File: src/rtl/gpu_fb_writer_pkg.sv
// Shared definitions for the pGB frame-buffer writer.
// Frame geometry (256x256 px at 2 bpp), packer widths and writer FSM states.
package gpu_fb_writer_pkg;

    localparam int unsigned FB_WORDS        = 8192;
    localparam int unsigned FB_PIX_PER_WORD = 8;
    localparam int unsigned FB_ROW_WORDS    = 32;
    localparam int unsigned PIX_BITS        = 2;
    localparam int unsigned ADDR_W          = 16;
    localparam int unsigned DATA_W          = 16;
    localparam int unsigned CNT_W           = 3;

    typedef enum logic [1:0] {
        FBW_IDLE   = 2'd0,
        FBW_ACTIVE = 2'd1,
        FBW_DRAIN  = 2'd2
    } fbwState_t;

endpackage

File: src/rtl/gpu_fb_pixel_packer.sv
// Packs a serial 2-bit pixel stream into 16-bit words, first pixel in the MSBs.
// Ports:
//   iClock, iReset      clock, synchronous active-high reset
//   iClear              drop any partial word and restart at pixel 0
//   iShift              a pixel is accepted this cycle
//   iPixel              pixel shade
//   oWord_c             word as it would be if iPixel completes it
//   oLastPixel_c        next accepted pixel is pixel 7 of the word
//   oWordDone_c         pixel 7 is accepted this cycle
module gpu_fb_pixel_packer
    import gpu_fb_writer_pkg::*;
(
    input  logic                iClock,
    input  logic                iReset,
    input  logic                iClear,
    input  logic                iShift,
    input  logic [PIX_BITS-1:0] iPixel,
    output logic [DATA_W-1:0]   oWord_c,
    output logic                oLastPixel_c,
    output logic                oWordDone_c
);

    // Only the 7 previous pixels need storage; the 8th comes straight from iPixel.
    logic [DATA_W-PIX_BITS-1:0] rShift;
    logic [CNT_W-1:0]           rCount;

    always_ff @(posedge iClock) begin
        if (iReset || iClear) begin
            rShift <= '0;
            rCount <= '0;
        end else if (iShift) begin
            rShift <= oWord_c[DATA_W-PIX_BITS-1:0];
            rCount <= rCount + CNT_W'(1);
        end
    end

    assign oWord_c      = {rShift, iPixel};
    assign oLastPixel_c = (rCount == CNT_W'(FB_PIX_PER_WORD - 1));
    assign oWordDone_c  = iShift && oLastPixel_c;

endmodule

File: src/rtl/gpu_fb_writer.sv
// Transmit end of the pGB frame-buffer port: packs GPU pixels into words and
// writes them to the LCD-board frame buffer with a We/Ready handshake.
// Ports:
//   iClock, iReset                      clock, synchronous active-high reset
//   iFrameStart                         begin a new frame at address 0
//   iPixelValid, iPixel, oPixelReady    pixel stream (oPixelReady is combinational)
//   iFrameBufferReady                   sink accepts the word when We&Ready
//   oFrameBufferWe/Addr/Data            registered word write toward the sink
//   oFrameDone                          pulse after the last word is accepted
//   oFrameAbort                         pulse when a frame is restarted early
//   oFrameCount                         completed frames, wrapping
module gpu_fb_writer
    import gpu_fb_writer_pkg::*;
(
    input  logic                iClock,
    input  logic                iReset,
    input  logic                iFrameStart,
    input  logic                iPixelValid,
    input  logic [PIX_BITS-1:0] iPixel,
    output logic                oPixelReady,
    input  logic                iFrameBufferReady,
    output logic                oFrameBufferWe,
    output logic [ADDR_W-1:0]   oFrameBufferAddr,
    output logic [DATA_W-1:0]   oFrameBufferData,
    output logic                oFrameDone,
    output logic                oFrameAbort,
    output logic [15:0]         oFrameCount
);

    fbwState_t          rState, nState;
    logic [ADDR_W-1:0]  rWordAddr, nWordAddr;
    logic               nWe, nDone, nAbort;
    logic [ADDR_W-1:0]  nAddr;
    logic [DATA_W-1:0]  nData;
    logic [15:0]        nCount;
    logic               packClear;
    logic               pixAccept;
    logic               wordAccept;
    logic [DATA_W-1:0]  packWord;
    logic               packLast;
    logic               packDone;

    gpu_fb_pixel_packer uPacker (
        .iClock       (iClock),
        .iReset       (iReset),
        .iClear       (packClear),
        .iShift       (pixAccept),
        .iPixel       (iPixel),
        .oWord_c      (packWord),
        .oLastPixel_c (packLast),
        .oWordDone_c  (packDone)
    );

    // Stall only the pixel that would complete a word while the previous one
    // is still waiting; a frame start in the same cycle also refuses the pixel.
    assign oPixelReady = (rState == FBW_ACTIVE) && !iFrameStart &&
                         !(oFrameBufferWe && !iFrameBufferReady && packLast);
    assign pixAccept   = iPixelValid && oPixelReady;
    assign wordAccept  = oFrameBufferWe && iFrameBufferReady;

    // State and output registers
    always_ff @(posedge iClock) begin
        if (iReset) begin
            rState           <= FBW_IDLE;
            rWordAddr        <= '0;
            oFrameBufferWe   <= 1'b0;
            oFrameBufferAddr <= '0;
            oFrameBufferData <= '0;
            oFrameDone       <= 1'b0;
            oFrameAbort      <= 1'b0;
            oFrameCount      <= '0;
        end else begin
            rState           <= nState;
            rWordAddr        <= nWordAddr;
            oFrameBufferWe   <= nWe;
            oFrameBufferAddr <= nAddr;
            oFrameBufferData <= nData;
            oFrameDone       <= nDone;
            oFrameAbort      <= nAbort;
            oFrameCount      <= nCount;
        end
    end

    // Next-state, address and write-handshake logic
    always_comb begin
        nState    = rState;
        nWordAddr = rWordAddr;
        nWe       = oFrameBufferWe;
        nAddr     = oFrameBufferAddr;
        nData     = oFrameBufferData;
        nDone     = 1'b0;
        nAbort    = 1'b0;
        nCount    = oFrameCount;
        packClear = 1'b0;

        if (wordAccept) begin
            nWe = 1'b0;
        end

        case (rState)
            FBW_IDLE: begin
                if (iFrameStart) begin
                    nState    = FBW_ACTIVE;
                    nWordAddr = '0;
                    packClear = 1'b1;
                end
            end
            FBW_ACTIVE: begin
                if (iFrameStart) begin
                    nWe       = 1'b0;
                    nWordAddr = '0;
                    packClear = 1'b1;
                    nAbort    = 1'b1;
                end else if (packDone) begin
                    // Loading on the acceptance edge keeps We high for back-to-back words.
                    nWe   = 1'b1;
                    nAddr = rWordAddr;
                    nData = packWord;
                    if (rWordAddr == ADDR_W'(FB_WORDS - 1)) begin
                        nState = FBW_DRAIN;
                    end else begin
                        nWordAddr = rWordAddr + ADDR_W'(1);
                    end
                end
            end
            FBW_DRAIN: begin
                if (wordAccept) begin
                    // Completion takes precedence over a coincident start.
                    nDone  = 1'b1;
                    nCount = oFrameCount + 16'(1);
                    nState = FBW_IDLE;
                    if (iFrameStart) begin
                        nState    = FBW_ACTIVE;
                        nWordAddr = '0;
                        packClear = 1'b1;
                    end
                end else if (iFrameStart) begin
                    nWe       = 1'b0;
                    nWordAddr = '0;
                    packClear = 1'b1;
                    nAbort    = 1'b1;
                    nState    = FBW_ACTIVE;
                end
            end
            default: begin
                nState = FBW_IDLE;
            end
        endcase
    end

endmodule

File: config.mk
export PLATFORM = sky130hd
export DESIGN_NAME = gpu_fb_writer
export DESIGN_NICKNAME = d
export VERILOG_FILES = /design/src/rtl/gpu_fb_writer_pkg.sv /design/src/rtl/gpu_fb_pixel_packer.sv /design/src/rtl/gpu_fb_writer.sv
export SDC_FILE = /design/constraint.sdc
export NUM_CORES = 1
export LEC_CHECK = 0
export BUFFER_PORTS_ARGS = -buffer_cell sky130_fd_sc_hd__buf_2
export CAP_MARGIN = 20
export CORE_UTILIZATION = 60
export DETAILED_ROUTE_END_ITERATION = 8
export GPL_TIMING_DRIVEN = 0
export MAX_ROUTING_LAYER = met4
export PLACE_DENSITY = 0.86
export SLEW_MARGIN = 5
export SYNTH_ARGS = -nofsm -noshare
export SYNTH_HDL_FRONTEND = slang
export SYNTH_SLANG_ARGS = --single-unit
File: constraint.sdc
create_clock -name iClock -period 4.3 [get_ports iClock]
set_input_delay 0.215 -clock iClock [delete_from_list [all_inputs] [get_ports iClock]]
set_output_delay 0.215 -clock iClock [all_outputs]
set_load 0.05 [all_outputs]
---- After elaboration in Yosys (flattened, before gate mapping) ----
Cells that the tools add are included.
storage, ports and cells
  output and inout bits ................... 52
  flip-flop bits (word level) ............. 86
  input port bits ......................... 7
cells by class
  mux-type cells .......................... 23
  equal/unequal tests ..................... 10
  bitwise operators ....................... 2
  reductions and logical operators ........ 20
  add/subtract/negate cells ............... 3
operators by type and width
  kind                     count
  $mux W16                 4
  $add A16 B1 Y16 const B  2
  $pmux W16 S2             1
  $eq A16 B13 Y1 const B   1
  $mux W1                  10
  $mux W2                  5
  $logic_and A1 B1 Y1      7
  $ne A3 B3 Y1 const B     2
  $pmux W2 S3              1
  $reduce_and A3 Y1        2
  $ne A2 B1 Y1 const B     2
  $ne A2 B2 Y1 const B     2
  $pmux W1 S2              2
  $reduce_and A4 Y1        1
  $reduce_or A2 Y1         2
  $add A3 B1 Y3 const B    1
  $eq A3 B3 Y1 const B     1
  $logic_not A1 Y1         3
  $reduce_or A3 Y1         1
  $eq A2 B1 Y1 const B     1
  $eq A2 B2 Y1 const B     1
  $logic_not A2 Y1         1
  $not A1 Y1               2
  $reduce_and A2 Y1        1
  2 further kinds          2

---- Logic depth before layout (Yosys ltp) ----
  word-level depth ........................ 10
  depth in mapped cells ................... 8
  depth with buffers taken out ............ 7

---- Hierarchy ----
Synthesis repeated with hierarchy kept, for this count alone.
second synthesis, totals
  cell total of the unflattened synthesis .. 437
  area, all modules ....................... 3726.1 µm²
modules (own cells, without submodules)
  module               cells an instance  seq. area each (µm²)  area each (µm²)  instances
  gpu_fb_writer        376                1381.3                3051.7           1
  gpu_fb_pixel_packer  61                 340.3                 674.4            1

---- Least setup slack after synthesis ----
No wires, ideal clock.
  path kind ............................... register to register
  start ................................... register rState[1]
  end ..................................... register uPacker.rShift[0]
  setup time .............................. 0.070 ns
  arrival time ............................ 1.974 ns
  required time ........................... 4.230 ns
  cell stages (with the launch flop) ...... 8
  setup slack ............................. 2.255 ns
  cells stage by stage .................... dfxtp_1 inv_1 ha_1 nand2b_4 a21oi_2 clkbuf_1 nand3_1 a21oi_1
on the way
  cells in the longest elaborated chain, start to end .. 4
  elaborated cells on any way between the ends .. 9
  classes of those cells .................. eq/ne: 2; mux: 1; reduce/logical: 6
ends and longest elaborated chain
  element                            RTL line                   text
  start, declared                    gpu_fb_writer.sv:30        fbwState_t rState, nState;
  start signal, assigned             gpu_fb_writer.sv:73        rState <= nState;
  $eq A2 B1 Y1                       gpu_fb_writer.sv:56        assign oPixelReady = (rState == FBW_ACTIVE) && !iFrameStart &&
  $logic_and A1 B1 Y1 (2 in series)  gpu_fb_writer.sv:56
  via oPixelReady                    gpu_fb_writer.sv:20        output logic oPixelReady,
  $logic_and A1 B1 Y1                gpu_fb_writer.sv:58        assign pixAccept = iPixelValid && oPixelReady;
  end signal, assigned               gpu_fb_pixel_packer.sv:32  rShift <= oWord_c[DATA_W-PIX_BITS-1:0];
  end, declared                      gpu_fb_pixel_packer.sv:24  logic [DATA_W-PIX_BITS-1:0] rShift;
The timed path passes the listed nets, and every way through them passes these cells.
A chain may end at the register's enable or synchronous reset.

---- Final worst setup path ----
  start ................................... register rState[1]
  end ..................................... output port oPixelReady
on the way
  cells in the longest elaborated chain, start to end .. 3
ends and longest elaborated chain
  element                            RTL line
  $eq A2 B1 Y1                       gpu_fb_writer.sv:56
  $logic_and A1 B1 Y1 (2 in series)  gpu_fb_writer.sv:56
  end, declared                      gpu_fb_writer.sv:20
No other way between the ends.

==> impl_metrics.ini <==
[clocking]
clock_sinks = 86
ctsHoldBuffers = 0
cts_root_buf = clkbuf_8
clock_path_buffers = 2
cts_max_level = 3
cts_tree = done
clkSlewWorstSetupHoldPaths_ns = 0.08
insertion_delay_ns = 0.36
cts.repair.resized = 0
post_cts_buffers = 0
cts_buffers = 9

[worst_setup_path]
crit_chain = inv_1, ha_1, nand2b_4, a21oi_2, clkbuf_1, buf_2
critical_path_required_ns = 4.09
critPathLaunchType = flip-flop
slowest_stage = clkbuf_1
cp.arrival_ns = 2.36
critPathCaptureType = primary output
crit_family = buffers and inverters
crit_fanout = 10
slowest_delay_ns = 0.39
path_class = reg2out
worst-path-buf-inv = 3

[logic_synthesis]
synth_top_flop_cell = dfxtp_1
synth_cell_types = 49
yosys-top-cells-area = dfxtp_1, nand2_1, a21oi_1
syn_avg_cell_area_sq_um = 8.229
ys_seq_elements = 86
synth_edf_count = 0
synth_top_area_frac = 0.4660
async_reset_ff_frac = 0
yosysSeqAreaShare = 0.4660
syn_area_sq_um = 3695
syn-num-nets = 464
ys_warn_count = 0
syn_inst = 449
yosysTopAreaCell = dfxtp_1

[die]
die_h_um = 80.47
io_pins = 59
initial_core_util = 0.6240
fp.dieW_um = 80.47
rows = 28
coreArea_sq_um = 5921
dieArea_sq_um = 6475

[drt]
met2_length_mm = 4.188
wl_per_cell_um = 14.26
wl_met1_mm = 3.531
top_layer = met4
wirelength_mm = 8.496
drt_pass1_iterations = 5
route.detailed.drc = 0
wl_met3_um = 548
ant_nets = 0
via_per_inst = 5.919
vias = 3528
drt-initial-drc-count = 256

[sta]
timing.final.hold_violations = 0
period_share = 0.5979
tightest_slew_ns = 0.9794
rsz0062_at_grt = no
fin_tns_setup_ns = 0
worst_slack_ns = 1.729
period_minus_slack_ns = 2.571
skew_ns = 0.008036
setup_viol = 0
max_freq_mhz = 388.9
relSlewSlack = 0.3420
maxSlewViolCount = 0

[run_status]
outcome = complete, no violations

[grt]
grt_use_total = 0.2862
grt_max_degree = 14
grt_pass1_wl_mm = 13.98
overflow = 0
grt_pass1_vias = 3113
antenna_found_initial = 0

[run]
maxCapViolations = 0

[power]
irDropWorstVdd_mv = 0.2309
p_leak_nw = 1.566
power.density_nw_per_um2 = 337.4

[place]
io_buffers = 56
place_congestion = 0.8984
dp_hpwl_mm = 5.769
pre_cts_ws_ns = 1.965

[cells_and_area]
drive_gt1_frac = 0.1670
fillers = 449
nNetsFinal = 531
antenna_cells = 0
layout_common_cells = nand2_1, dfxtp_1, buf_2, a21oi_1
final_common_cell = nand2_1
syn_to_final_growth_pct = 15.17

[min_path]
hold_path_class = in2reg
## worst min-delay path: stages
cell     delay (ns)
buf_2          0.11
nand2_1        0.05
a21oi_1        0.05
## registers in the layout (all words and copies together) (netlist names)
name	flops
oFrameBufferAddr	16
rState	2
oFrameBufferWe	1
rWordAddr	16
oFrameCount	16
oFrameBufferData	16
uPacker.rShift	14
oFrameDone	1
oFrameAbort	1
uPacker.rCount	3
## cell families (layout without fill, tap and decap cells)
group	after synthesis	in the layout	synth area share
buffers and inverters	37	109	0.04233
AOI/OAI and AO/OA	99	99	0.1744
and+or+nand+nor	203	203	0.2516
adders and majority gates	8	8	0.02709
DFF	86	86	0.4660
xor gates and xnor gates	14	14	0.03319
muxes	2	2	0.005418
## layout make-up
cell class                      count  area (sq um)  area share
Clock buffer                       14         172.7     0.04058
Buffer                             28         122.6     0.02882
Sequential cell                    86          1722      0.4046
Tap cell                           75         93.84     0.02205
Clock inverter                      2         13.76    0.003234
Multi-Input combinational cell    326          1817      0.4269
Timing Repair Buffer               56         280.3     0.06586
Inverter                            9         33.78    0.007939
## through the flow
step	cells	power, mW	utilization	cell area (sq um)	hold WS [ns]
final	596	1.436	0.7187	4255	0.1089
after global routing	596	1.481	0.7187	4255	0.1186
after CTS	596	1.432	0.7187	4255	0.1160
after detailed placement	580	0.9123	0.6872	4069	0.4437
after global placement	580	0.9111	0.6872	4069	0.4391
after floorplan	449	0.8893	-	3695	0.3510
## worst paths after layout
check | start | end | slack [ns] | depth (start not counted)
max reg2reg | rState[0] | rWordAddr[5] | 1.87 | 8
min reg2reg | oFrameBufferAddr[11] | oFrameBufferAddr[11] | 0.45 | 2
min | iPixel[1] | oFrameBufferData[1] | 0.11 | 3
max | rState[1] | oPixelReady | 1.73 | 6
## where the power goes
part,switching [mW],internal (mW)
Clock,0.279,0.259
Sequential,0.00327,0.798
Combinational,0.0699,0.0267
## cells in the mapped netlist (7+ instances only)
cell type    n
a21oi_1     52
clkbuf_1    21
dfxtp_1     86
ha_1         8
inv_1        9
nand2_1    103
nand3_1     29
nand4_1      7
nor2_1      29
nor3_1       9
o21ai_0      8
o311ai_0     7
xnor2_1      8
## metal layers
metal / up-vias / track usage
li1: 1714 / -
met1: 1621 / 0.3473
met2: 158 / 0.4661
met3: 35 / 0.05000
met4: 0 / 0.1250
met5: - / -
Power figures use the tool's default switching activity.
